### config.mk
export PLATFORM = sky130hd
export DESIGN_NAME = acc_seq_ctrl
export DESIGN_NICKNAME = d
export VERILOG_FILES = /design/src/rtl/acc_seq_ctrl.sv
export SDC_FILE = /design/constraint.sdc
export NUM_CORES = 1
export LEC_CHECK = 0
export ABC_AREA = 1
export BUFFER_PORTS_ARGS = -buffer_cell sky130_fd_sc_hd__buf_2
export CELL_PAD_IN_SITES_DETAIL_PLACEMENT = 1
export CELL_PAD_IN_SITES_GLOBAL_PLACEMENT = 1
export CORE_UTILIZATION = 36
export CTS_BUF_LIST = sky130_fd_sc_hd__clkbuf_4 sky130_fd_sc_hd__clkbuf_8 sky130_fd_sc_hd__clkbuf_16
export DETAILED_ROUTE_END_ITERATION = 10
export PLACE_DENSITY_LB_ADDON = 0.1
export SLEW_MARGIN = 25
export SYNTH_ARGS = -nofsm -noshare
export SYNTH_HDL_FRONTEND = slang
export SYNTH_SLANG_ARGS = --single-unit
### constraint.sdc
create_clock -name clk -period 1.9 [get_ports clk]
set_input_delay 0.19 -clock clk [delete_from_list [all_inputs] [get_ports clk]]
set_output_delay 0.19 -clock clk [all_outputs]
set_load 0.01 [all_outputs]
### src/rtl/acc_seq_ctrl.sv
// rtl/acc_seq_ctrl.sv - tap/sub-cycle/neuron sequencer for a neuron MAC accumulator
//
// Purpose: walks NUM_TAPS taps, holding each for SUB_CYCLES clocks, across
// NUM_NEURONS neurons per pass. It flags the bias tap (sel) and the final tap (en),
// strobes step on the last sub-cycle of every tap, and offers a start/done handshake,
// stall, abort and free-run looping.
//
// Ports:
//   clk        in   1      clock, rising edge
//   rst        in   1      asynchronous reset, active-high
//   start      in   1      begin a pass (sampled only in IDLE)
//   free_run   in   1      loop passes forever (latched at start)
//   stall      in   1      freeze all counters this cycle
//   abort      in   1      synchronous return to IDLE, no done
//   sel        out  1      tap_idx==0 while running (bias add)
//   en         out  1      tap_idx==NUM_TAPS-1 while running (finish accumulation)
//   step       out  1      last sub-cycle of a tap, unstalled
//   tap_idx    out  TAP_W  current tap
//   neuron_idx out  NRN_W  current neuron
//   busy       out  1      high in RUN
//   done       out  1      one-cycle pulse after the final tap of a non-free-run pass
module acc_seq_ctrl #(
  parameter int NUM_TAPS    = 16,
  parameter int SUB_CYCLES  = 3,
  parameter int NUM_NEURONS = 1,
  parameter int TAP_W       = (NUM_TAPS > 1) ? $clog2(NUM_TAPS) : 1,
  parameter int NRN_W       = (NUM_NEURONS > 1) ? $clog2(NUM_NEURONS) : 1
) (
  input  logic             clk,
  input  logic             rst,
  input  logic             start,
  input  logic             free_run,
  input  logic             stall,
  input  logic             abort,
  output logic             sel,
  output logic             en,
  output logic             step,
  output logic [TAP_W-1:0] tap_idx,
  output logic [NRN_W-1:0] neuron_idx,
  output logic             busy,
  output logic             done
);

  localparam int SUB_W = (SUB_CYCLES > 1) ? $clog2(SUB_CYCLES) : 1;

  localparam logic [0:0] ST_IDLE = 1'b0;
  localparam logic [0:0] ST_RUN  = 1'b1;

  localparam logic [TAP_W-1:0] TAP_LAST = TAP_W'(NUM_TAPS - 1);
  localparam logic [NRN_W-1:0] NRN_LAST = NRN_W'(NUM_NEURONS - 1);
  localparam logic [SUB_W-1:0] SUB_LAST = SUB_W'(SUB_CYCLES - 1);

  logic [0:0]       state;
  logic [SUB_W-1:0] sub_cnt;
  logic             free_run_q;
  logic             done_q;
  logic             run;
  logic             last_sub;
  logic             last_tap;
  logic             last_nrn;

  assign run      = (state == ST_RUN);
  assign last_sub = (sub_cnt == SUB_LAST);
  assign last_tap = (tap_idx == TAP_LAST);
  assign last_nrn = (neuron_idx == NRN_LAST);

  // Counters are always returned to zero on the way into IDLE, so IDLE needs no
  // separate clearing and entering RUN starts from tap 0 / sub 0 / neuron 0.
  always_ff @(posedge clk or posedge rst) begin
    if (rst) begin
      state      <= ST_IDLE;
      sub_cnt    <= '0;
      tap_idx    <= '0;
      neuron_idx <= '0;
      free_run_q <= 1'b0;
      done_q     <= 1'b0;
    end else begin
      done_q <= 1'b0;
      if (abort) begin
        // Abort wins over start, stall and sequencing; no done is raised.
        state      <= ST_IDLE;
        sub_cnt    <= '0;
        tap_idx    <= '0;
        neuron_idx <= '0;
        free_run_q <= 1'b0;
      end else if (state == ST_IDLE) begin
        if (start) begin
          state      <= ST_RUN;
          sub_cnt    <= '0;
          tap_idx    <= '0;
          neuron_idx <= '0;
          free_run_q <= free_run;
        end
      end else if (!stall) begin
        if (last_sub) begin
          sub_cnt <= '0;
          if (last_tap) begin
            tap_idx <= '0;
            if (last_nrn) begin
              neuron_idx <= '0;
              if (!free_run_q) begin
                state  <= ST_IDLE;
                done_q <= 1'b1;
              end
            end else begin
              neuron_idx <= neuron_idx + NRN_W'(1);
            end
          end else begin
            tap_idx <= tap_idx + TAP_W'(1);
          end
        end else begin
          sub_cnt <= sub_cnt + SUB_W'(1);
        end
      end
    end
  end

  // Decoded outputs follow the (possibly frozen) indices with no added latency.
  assign busy = run;
  assign sel  = run && (tap_idx == '0);
  assign en   = run && last_tap;
  assign step = run && !stall && last_sub;
  assign done = done_q;

endmodule

Word level (Yosys, flattened, before mapping)
Index checks and enable logic that the tools add are counted.
{"block": "op_classes", "add_sub_neg": 3, "n_eq_ne": 6, "mux": 36, "n_reduce_logical": 12}
{"cell": "1-bit 2-to-1 mux", "count": 25}
{"cell": "4-bit 2-to-1 mux", "count": 6}
{"cell": "2-bit 2-to-1 mux", "count": 5}
{"cell": "3-bit by 2-bit != test with 1-bit output, second input constant", "count": 2}
{"cell": "4-bit by 1-bit adder with 4-bit output, second input constant", "count": 1}
{"cell": "4-bit == test, second input constant", "count": 1}
{"cell": "1-bit logical AND", "count": 4}
{"cell": "4-bit zero test", "count": 1}
{"cell": "2-bit AND reduction", "count": 2}
{"cell": "4-bit AND reduction", "count": 1}
{"cell": "3-bit != test, second input constant", "count": 1}
{"cell": "3-bit AND reduction", "count": 1}
{"cell": "3-bit nonzero test", "count": 1}
{"cell": "2-bit by 1-bit adder with 2-bit output, second input constant", "count": 1}
{"cell": "2-bit == test, second input constant", "count": 1}
{"cell": "2-bit != test, second input constant", "count": 1}
{"cell": "2-bit nonzero test", "count": 1}
{"cell": "1-bit adder, second input constant", "count": 1}
{"cell": "1-bit zero test", "count": 1}
{"block": "word_totals", "reg_bits": 10, "input_bits": 6, "elab_cells": 63}

Longest topological paths before layout
Gate-level depths: netlist of the first run.
{"block": "depth", "ltp_word": 7, "mapped_depth": 7, "ltp_nobuf": 7}

Least setup slack after synthesis of the first run
No wires, ideal clock.
{"block": "synth_path", "path_kind": "register -> register", "from": "register tap_idx[0]", "to": "register state, in the netlist busy", "setup_ns": 0.119, "arrival_time_ns": 1.083, "required_time_ns": 1.781, "slack_ns": 0.699, "path_stages_with_launch": 5, "path_buffers": 0, "synth_period_minus_slack_ns": 1.201, "cell_sequence": "dfrtp_1 -> ha_1 -> nand3_1 -> nand3b_1 -> and2_1"}
{"block": "synth_via", "elab_chain_len": 6}
{"element": "start: declaration", "line": "38", "text": "output logic [TAP_W-1:0] tap_idx,"}
{"element": "start signal: assignment", "line": "109", "text": "tap_idx <= tap_idx + TAP_W'(1);"}
{"element": "4-bit == test", "line": "64", "text": "assign last_tap = (tap_idx == TAP_LAST);"}
{"element": "1-bit 2-to-1 mux", "line": "97", "text": "if (last_tap) begin"}
{"element": "1-bit 2-to-1 mux", "line": "95", "text": "if (last_sub) begin"}
{"element": "1-bit 2-to-1 mux", "line": "94", "text": "end else if (!stall) begin"}
{"element": "1-bit 2-to-1 mux", "line": "86", "text": "end else if (state == ST_IDLE) begin"}
{"element": "1-bit 2-to-1 mux", "line": "79", "text": "if (abort) begin"}
{"element": "end signal: assignment", "line": "81", "text": "state <= ST_IDLE;"}
{"element": "end signal: assignment", "line": "88", "text": "state <= ST_RUN;"}
{"element": "end signal: assignment", "line": "102", "text": "state <= ST_IDLE;"}
{"element": "end: declaration", "line": "53", "text": "logic [0:0] state;"}
Every way passes these cells.
A chain may end at the register's enable or synchronous reset.

Worst setup path in the final report of the first run
{"block": "layout_path", "from": "register tap_idx[0]", "to": "output en"}
{"block": "layout_via", "elab_chain_len": 2}
{"element": "4-bit == test", "line": "64"}
{"element": "1-bit logical AND", "line": "121", "text": "assign en = run && last_tap;"}
{"element": "end: declaration", "line": "36", "text": "output logic en,"}
Every way passes these cells.

==> results of run 1 <==
metal layers:
| metal | global-route usage | share of wire | vias to the layer above |
|---|---|---|---|
| li1 | - | - | 262 |
| met1 | 0.255 | 0.49 | 232 |
| met5 | 0 | 0 | - |
| met4 | 0.0750 | 0.017 | 0 |
| met2 | 0.310 | 0.46 | 9 |
| met3 | 0.0833 | 0.035 | 4 |
state kept, by name, indices dropped and copies added, names as in the netlist:
register    flops
free_run_q      1
done            1
busy            1
sub_cnt         2
tap_idx         4
logic make-up after synthesis:
| group | share of synthesized area |
|---|---|
| adders and majority gates | 0.0471 |
| AOI/OAI and AO/OA | 0.0376 |
| other | 0.00705 |
| DFF | 0.424 |
| buffers and inverters | 0.113 |
| and+or+nand+nor | 0.372 |
Yosys cell counts (all sizes together):
library cell / instances / area share
nand3b: 1 / 0.014
a21oi: 1 / 0.0094
nand4: 1 / 0.012
nor2: 8 / 0.085
inv: 14 / 0.099
o21ai: 3 / 0.028
nor3: 3 / 0.028
conb: 1 / 0.0071
nand3: 5 / 0.047
nand2: 24 / 0.17
ha: 2 / 0.047
and2: 1 / 0.012
dfrtp: 9 / 0.42
buf: 1 / 0.014
layout by cell type, fill, tap and decap left out, drive strengths merged:
cell type	count
dlygate4sd3	1
conb	1
buf	14
nand3	5
o21ai	3
inv	14
nand2	24
ha	2
clkbuf	4
nand3b	1
nand4	1
nor3	3
dfrtp	9
nor2	8
a21oi	1
and2	1
area by class of cell:
cell class                      count  area [um2]  share of cell area
Multi-Input combinational cell     50         246               0.377
Sequential cell                     9         225               0.345
Timing Repair Buffer               15        80.1               0.123
Inverter                           14        52.6              0.0805
Clock buffer                        4        30.0              0.0460
Tap cell                           15        18.8              0.0287
power by group through the flow:
| stage | logic (mW) | registers (mW) | clock network (mW) |
|---|---|---|---|
| final | 0.0475 | 0.202 | 0.168 |
| after global routing | 0.0546 | 0.203 | 0.184 |
| after CTS | 0.0488 | 0.202 | 0.175 |
| after detailed placement | 0.0456 | 0.205 | 0 |
| after global placement | 0.0445 | 0.205 | 0 |
| after floorplan | 0.0295 | 0.205 | 0 |
stage by stage:
stage / setup WS, ps / instances
final: 407 / 107
after floorplan: 699 / 74
after global placement: 697 / 102
after detailed placement: 656 / 102
after global routing: 295 / 107
after CTS: 386 / 107
worst reg2reg max path, cell delays in order, from the launching register on:
cell      delay, ps
dfrtp_1         430
ha_1            210
nand3_1         160
nand3b_1        220
and2_1          150
how the worst max path moves through the flow:
stage	slack (ps)	start	cells after the start	end
global placement	700	tap_idx[0]	4	busy
floorplan	700	tap_idx[0]	4	busy
global route	290	tap_idx[0]	4	en
CTS	390	tap_idx[0]	4	en
detailed placement	660	tap_idx[0]	4	busy
finish	410	tap_idx[0]	4	en
==> results by group, run 1 <==
Floorplan
  • Initial core utilization: 0.399
  • Full die area: 1630 um2
  • Die Height: 40.4 um
  • Core ar.: ~1300 um2
  • Row Count: 13
  • I/O pin count: 16
  • Die X: 40.4 um

Hold path
  • Worst Hold Class: in2reg
  • Hold Path Sink: free_run_q
  • Min-delay src: free_run
  • Worst Hold Depth: 3

Route
  • Drt initial violations: 9
  • TritonRoute pass-1 iters: 3
  • Routed len/inst: 12.4 um
  • DR vias: 507
  • Antenna-violating nets left: 0
  • Final wirelength: 1320 um
  • Via density: ~4.7
  • DRC violations left: 0

Cells and area
  • Utilization after layout: 0.490
  • Cell area after layout: 653 um2
  • Area grow syn2layout: 22.8%
  • NumNets Final: 101
  • # fillers: 177
  • Layout cells sized above 1: 0.261
  • # diodes: 0

Synthesis
  • Cell count after synthesis: 74
  • Avg Cell Area, Syn: between 7 and 8 um2
  • Yosys warns: 0
  • Mapped Area: 532 um2
  • Synth cell types: 19
  • Synth Net Count: 82
  • #FFs+latches synth: 9
  • Register area share after synthesis: 0.424

Placed design
  • # port buffers: 14
  • Post-DP HPWL: 970 um
  • Area post-placement: 613 um2
  • Placer Congestion: 0.774

Worst setup path
  • Crit end category: output port
  • Critical path's largest stage delay: 430 ps
  • Crit path DAT: 1300 ps
  • CP Buf/Inv Count: 1
  • Worst r2r path cells: 4
  • Data required, critical path: 1710 ps
  • R2R Path Start: tap_idx[0]
  • Reg-to-reg setup timing slack: between 600 and 700 ps
  • Setup Crit Path Kind: reg2out
  • Top Family by Delay on Critical Path: flip-flops
  • End of the worst register-to-register path: busy
  • CP Cell Sequence: ha_1 -> nand3_1 -> nor2_1 -> buf_2
  • Crit Path Max Fanout: 6
  • Setup crit start kind: flip-flop
  • Critical path's slowest cell: dfrtp_1

Power and ir drop
  • Logic pwr share: 0.114
  • Pwr Total: 0.418 mW
  • Clock share of power: 0.402
  • Internal Pwr Total: 0.309 mW
  • Switching share of power: 0.261
  • Pleak: 0.374 nW
  • VDD IR max: ~0.00037 V
  • Flop pwr share: 0.484
  • Power Density: 639 nW/um2
  • P_sw: 0.109 mW

Timing
  • Final hold vios: 0
  • Final setup vio count: 0
  • Clk_skew: 13.6 ps
  • Final period util: 0.786
  • Min Tclk post-route: 1490 ps
  • RSZ-0062 raised after global routing: no
  • Fin Hold WS: 167 ps
  • Setup TNS Final: 0 ps
  • Slew Limit Fails: 0
  • Fmax: around 670 MHz

CTS
  • CTS H-Tree Depth: 1
  • Post-CTS Resized: 0
  • Clock transition at path regs: 50 ps
  • CTS max path bufs: 2
  • # clock sinks: 9
  • Clock Latency Late Sink: 270 ps
  • Clock root cell: clkbuf_4
  • Setup Fix Bufs, Post-CTS: 0
  • CTS hold repair buffers: 1
  • CTS tree: built
  • TritonCTS Buffers: 3

Run status
  • Outcome: completed

GRT
  • Largest net degree at the start of global routing: 10
  • Initial antenna violation count: 0
  • First-pass GRT wire length: 2050 um
  • GR Util All Layers: 0.203
  • Total global routing overflow: 0
  • Vias in the first global route: 471

Job
  • Maxcap violations: 0
Power figures use the tool's default switching activity.
==> run 2: changes to the inputs <==
--- a/config.mk
+++ b/config.mk
@@ -5,11 +5,12 @@
 export SDC_FILE = /design/constraint.sdc
 export NUM_CORES = 1
 export LEC_CHECK = 0
-export ABC_AREA = 1
+export ABC_AREA = 0
 export BUFFER_PORTS_ARGS = -buffer_cell sky130_fd_sc_hd__buf_2
 export CELL_PAD_IN_SITES_DETAIL_PLACEMENT = 1
 export CELL_PAD_IN_SITES_GLOBAL_PLACEMENT = 1
-export CORE_UTILIZATION = 36
+export CORE_ASPECT_RATIO = 1.2
+export CORE_UTILIZATION = 30
 export CTS_BUF_LIST = sky130_fd_sc_hd__clkbuf_4 sky130_fd_sc_hd__clkbuf_8 sky130_fd_sc_hd__clkbuf_16
 export DETAILED_ROUTE_END_ITERATION = 10
 export PLACE_DENSITY_LB_ADDON = 0.1
==> constraint.sdc (replaced) <==
create_clock -name clk -period 1.3 [get_ports clk]
set_input_delay 0.13 -clock clk [delete_from_list [all_inputs] [get_ports clk]]
set_output_delay 0.13 -clock clk [all_outputs]
set_load 0.01 [all_outputs]
==> run 2 against run 1 <==
  * The flow now finishes with violations (negative setup slack)
  * Wire length is 9.8% higher
  * First-iteration DRC count is 78% lower
  * Via count is 2.4% higher
  * Clock-buffer cell count stayed put
  * Sequential cell count stayed put
  * Worst hold slack worse by 93 ps
  * Sequential power is 45% higher
==> results by group, run 2 <==
Run status
  • Outcome: finished with violations
  • Failing checks: negative setup slack

Cells and area
  • Layout cells sized above 1: 0.524 (+0.264)
  • Biggest regs: tap_idx: 4 flops, sub_cnt: 2 flops
  • Most flops, register: tap_idx
  • # diodes: 0 (unchanged)
  • Max reg flops: 4 (unchanged)
  • Utilization after layout: 0.531 (+0.0411)
  • Commonest non-fill, non-tap cell in the layout: buf_2
  • Commonest cells after routing, fill and taps aside: buf_2 (13), dfrtp_1 (8), buf_4 (8), nand3_1 (5), buf_6 (5)
  • NumNets Final: 91 (-9.9%)
  • Area grow syn2layout: 60.9%
  • Cell area after layout: 787 um2 (+20%)
  • Post-route insts no fill: 99 (-7.5%)

Synthesis
  • Number of synthesized flops with an enable pin: 0 (unchanged)
  • Async set-reset flop share out of synthesis: 1.00 (unchanged)
  • Yosys warns: 0 (unchanged)
  • Mapped Area: 489 um2 (-8.0%)
  • Ys flop type: dfrtp_1
  • Synth Net Count: 62 (-24%)
  • Post-synth top cells: dfrtp_1 (9), inv_1 (6), nand3_1 (6)
  • Share of the synthesized area in the top cell type: 0.460 (+0.0368)
  • Cell taking the most area after synthesis: dfrtp_1
  • Register area share after synthesis: 0.460 (+0.0368)
  • #FFs+latches synth: 9 (unchanged)
  • Avg Cell Area, Syn: 9.06 um2 (+26%)
  • Cell count after synthesis: 54 (-27%)
  • Synth cell types: 24 (+5)
  • Count leader, synth: dfrtp_1
  • Top area cells in the synthesized netlist: dfrtp_1 (46%), nand3_1 (6.1%), ha_1 (5.1%)

Power and ir drop
  • Pleak: 0.363 nW (-2.8%)
  • VDD IR max: 0.000580 V (+58%)
  • Power Density: 781 nW/um2 (+22%)
  • Pwr Total: 0.615 mW (+47%)

Worst setup path
  • Reg-to-reg setup timing slack: -60 ps (-710 ps)
  • CP startpoint: tap_idx[1]
  • Setup crit end: sel
  • Crit end category: output port
  • Crit path DAT: 1280 ps (-20 ps)
  • Worst r2r path cells: 4 (unchanged)
  • Data required, critical path: 1170 ps (-540 ps)
  • Setup Crit Path Kind: reg2out
  • R2R Path Start: sub_cnt[0]
  • End of the worst register-to-register path: tap_idx[2]
  • Crit Path Max Fanout: 2 (-4)
  • Setup crit start kind: flip-flop

GRT
  • First-pass GRT wire length: 2260 um (+10%)
  • GR Util All Layers: 0.197 (-0.00601)
  • Total global routing overflow: 0 (unchanged)
  • Vias in the first global route: 481 (+2.1%)
  • Largest net degree at the start of global routing: 10 (unchanged)
  • Initial antenna violation count: 0 (unchanged)

Floorplan
  • I/O pin count: 16 (unchanged)
  • Full die area: 1800 um2 (+9.9%)
  • Initial core utilization: 0.330 (-0.0687)
  • Row Count: 15 (+2)
  • Die X: 38.9 um (-3.9%)
  • Core ar.: 1480 um2 (+11%)
  • Die Height: 46.2 um (+14%)

Timing
  • Clk_skew: 3.90 ps (-9.69 ps)
  • Final worst setup slack: -109 ps (-516 ps)
  • Slew Limit Fails: 0 (unchanged)
  • Final hold vios: 0 (unchanged)
  • RSZ-0062 raised after global routing: yes
  • Final setup vio count: 3 (+3)
  • Setup TNS Final: -216 ps (-216 ps)
  • Final period util: 1.08
  • Fmax: 710 MHz
  • Min Tclk post-route: between 1000 and 1500 ps

Route
  • Via density: 5.24 (+11%)
  • DRC violations left: 0 (unchanged)
  • DR vias: 519 (+2.4%)
  • Routed len/inst: 14.7 um (+19%)
  • Drt initial violations: 2 (-7)
  • TritonRoute pass-1 iters: 2 (-1)
  • Antenna-violating nets left: 0 (unchanged)
  • Final wirelength: 1450 um (+9.8%)

CTS
  • CTS tree: built
  • TritonCTS Buffers: 3 (unchanged)
  • Clock root cell: clkbuf_4
  • Clock Latency Late Sink: 270 ps (about the same)
  • # clock sinks: 9 (unchanged)
  • CTS H-Tree Depth: 1 (unchanged)
  • Clock transition at path regs: 70 ps (+20 ps)
  • CTS max path bufs: 2 (unchanged)

Hold path
  • Worst Hold Class: in2reg

Placed design
  • # port buffers: 14 (unchanged)
  • Placer Congestion: 0.724 (-6.4%)
  • Placed cell count: 89 (-13%)
  • Area post-placement: 618 um2 (+0.82%)
  • Post-DP HPWL: 975 um (+0.56%)

Job
  • Maxcap violations: 0 (unchanged)
run 2: layer usage:
metal / part of all wire / vias up / track usage
li1: - / 248 / -
met1: 0.47 / 255 / 0.240
met2: 0.47 / 12 / 0.300
met3: 0.026 / 4 / 0.0435
met4: 0.030 / 0 / 0.145
met5: 0 / - / 0
run 2: worst min-delay path by stage:
stage	slack (ps)	end	startpoint	cells past startpoint
floorplan	-40	done	rst	1
global placement	120	free_run_q	rst	2
detailed placement	120	done	rst	2
CTS	70	tap_idx[2]	start	2
global route	80	tap_idx[2]	start	2
finish	70	tap_idx[2]	start	2
run 2: kinds of logic after synthesis:
family / share of synthesized area
AND/OR/NAND/NOR: 0.266
adder cells (fa/ha/maj): 0.0511
buffers and inverters: 0.0793
other: 0.00767
AO/OA/AOI/OAI: 0.115
multiplexers: 0.0205
flip-flops: 0.460
run 2: final cells by class:
| class | count | area, um2 |
|---|---|---|
| clock buffers | 4 | 30.0 |
| fillers | 181 | 696 |
| inverters | 6 | 30.0 |
| multi-input cells | 36 | 288 |
| flip-flops and latches | 9 | 226 |
| well taps | 17 | 21.3 |
| repair buffers | 27 | 191 |
run 2: metrics by stage:
step | hold slack (ps) | setup WS [ps]
after detailed placement | 121 | 4.32
after CTS | 73.3 | -141
after floorplan | -42.1 | -3.48
final | 74.0 | -109
after global routing | 79.3 | -175
after global placement | 117 | 41.4
run 2: power breakdown:
part	internal [mW]	switching, mW
Combinational	0.0307	0.0377
Clock	0.140	0.115
Sequential	0.286	0.00565
Total	0.456	0.158
run 2: what timing repair did:
item,4_1_cts,5_1_grt
setup buffers,5,0
pin swaps,6,5
hold endpoints to repair,9,0
resized for setup,11,10
endpoints found under the setup margin,4,8
hold buffers,1,0
run 2: critical path, stage by stage, from the launching register on:
cell and delay, ps:
dfrtp_1 400, buf_6 130, inv_4 50, ha_4 120
nand2_2 40, nor3_2 110, buf_2 150
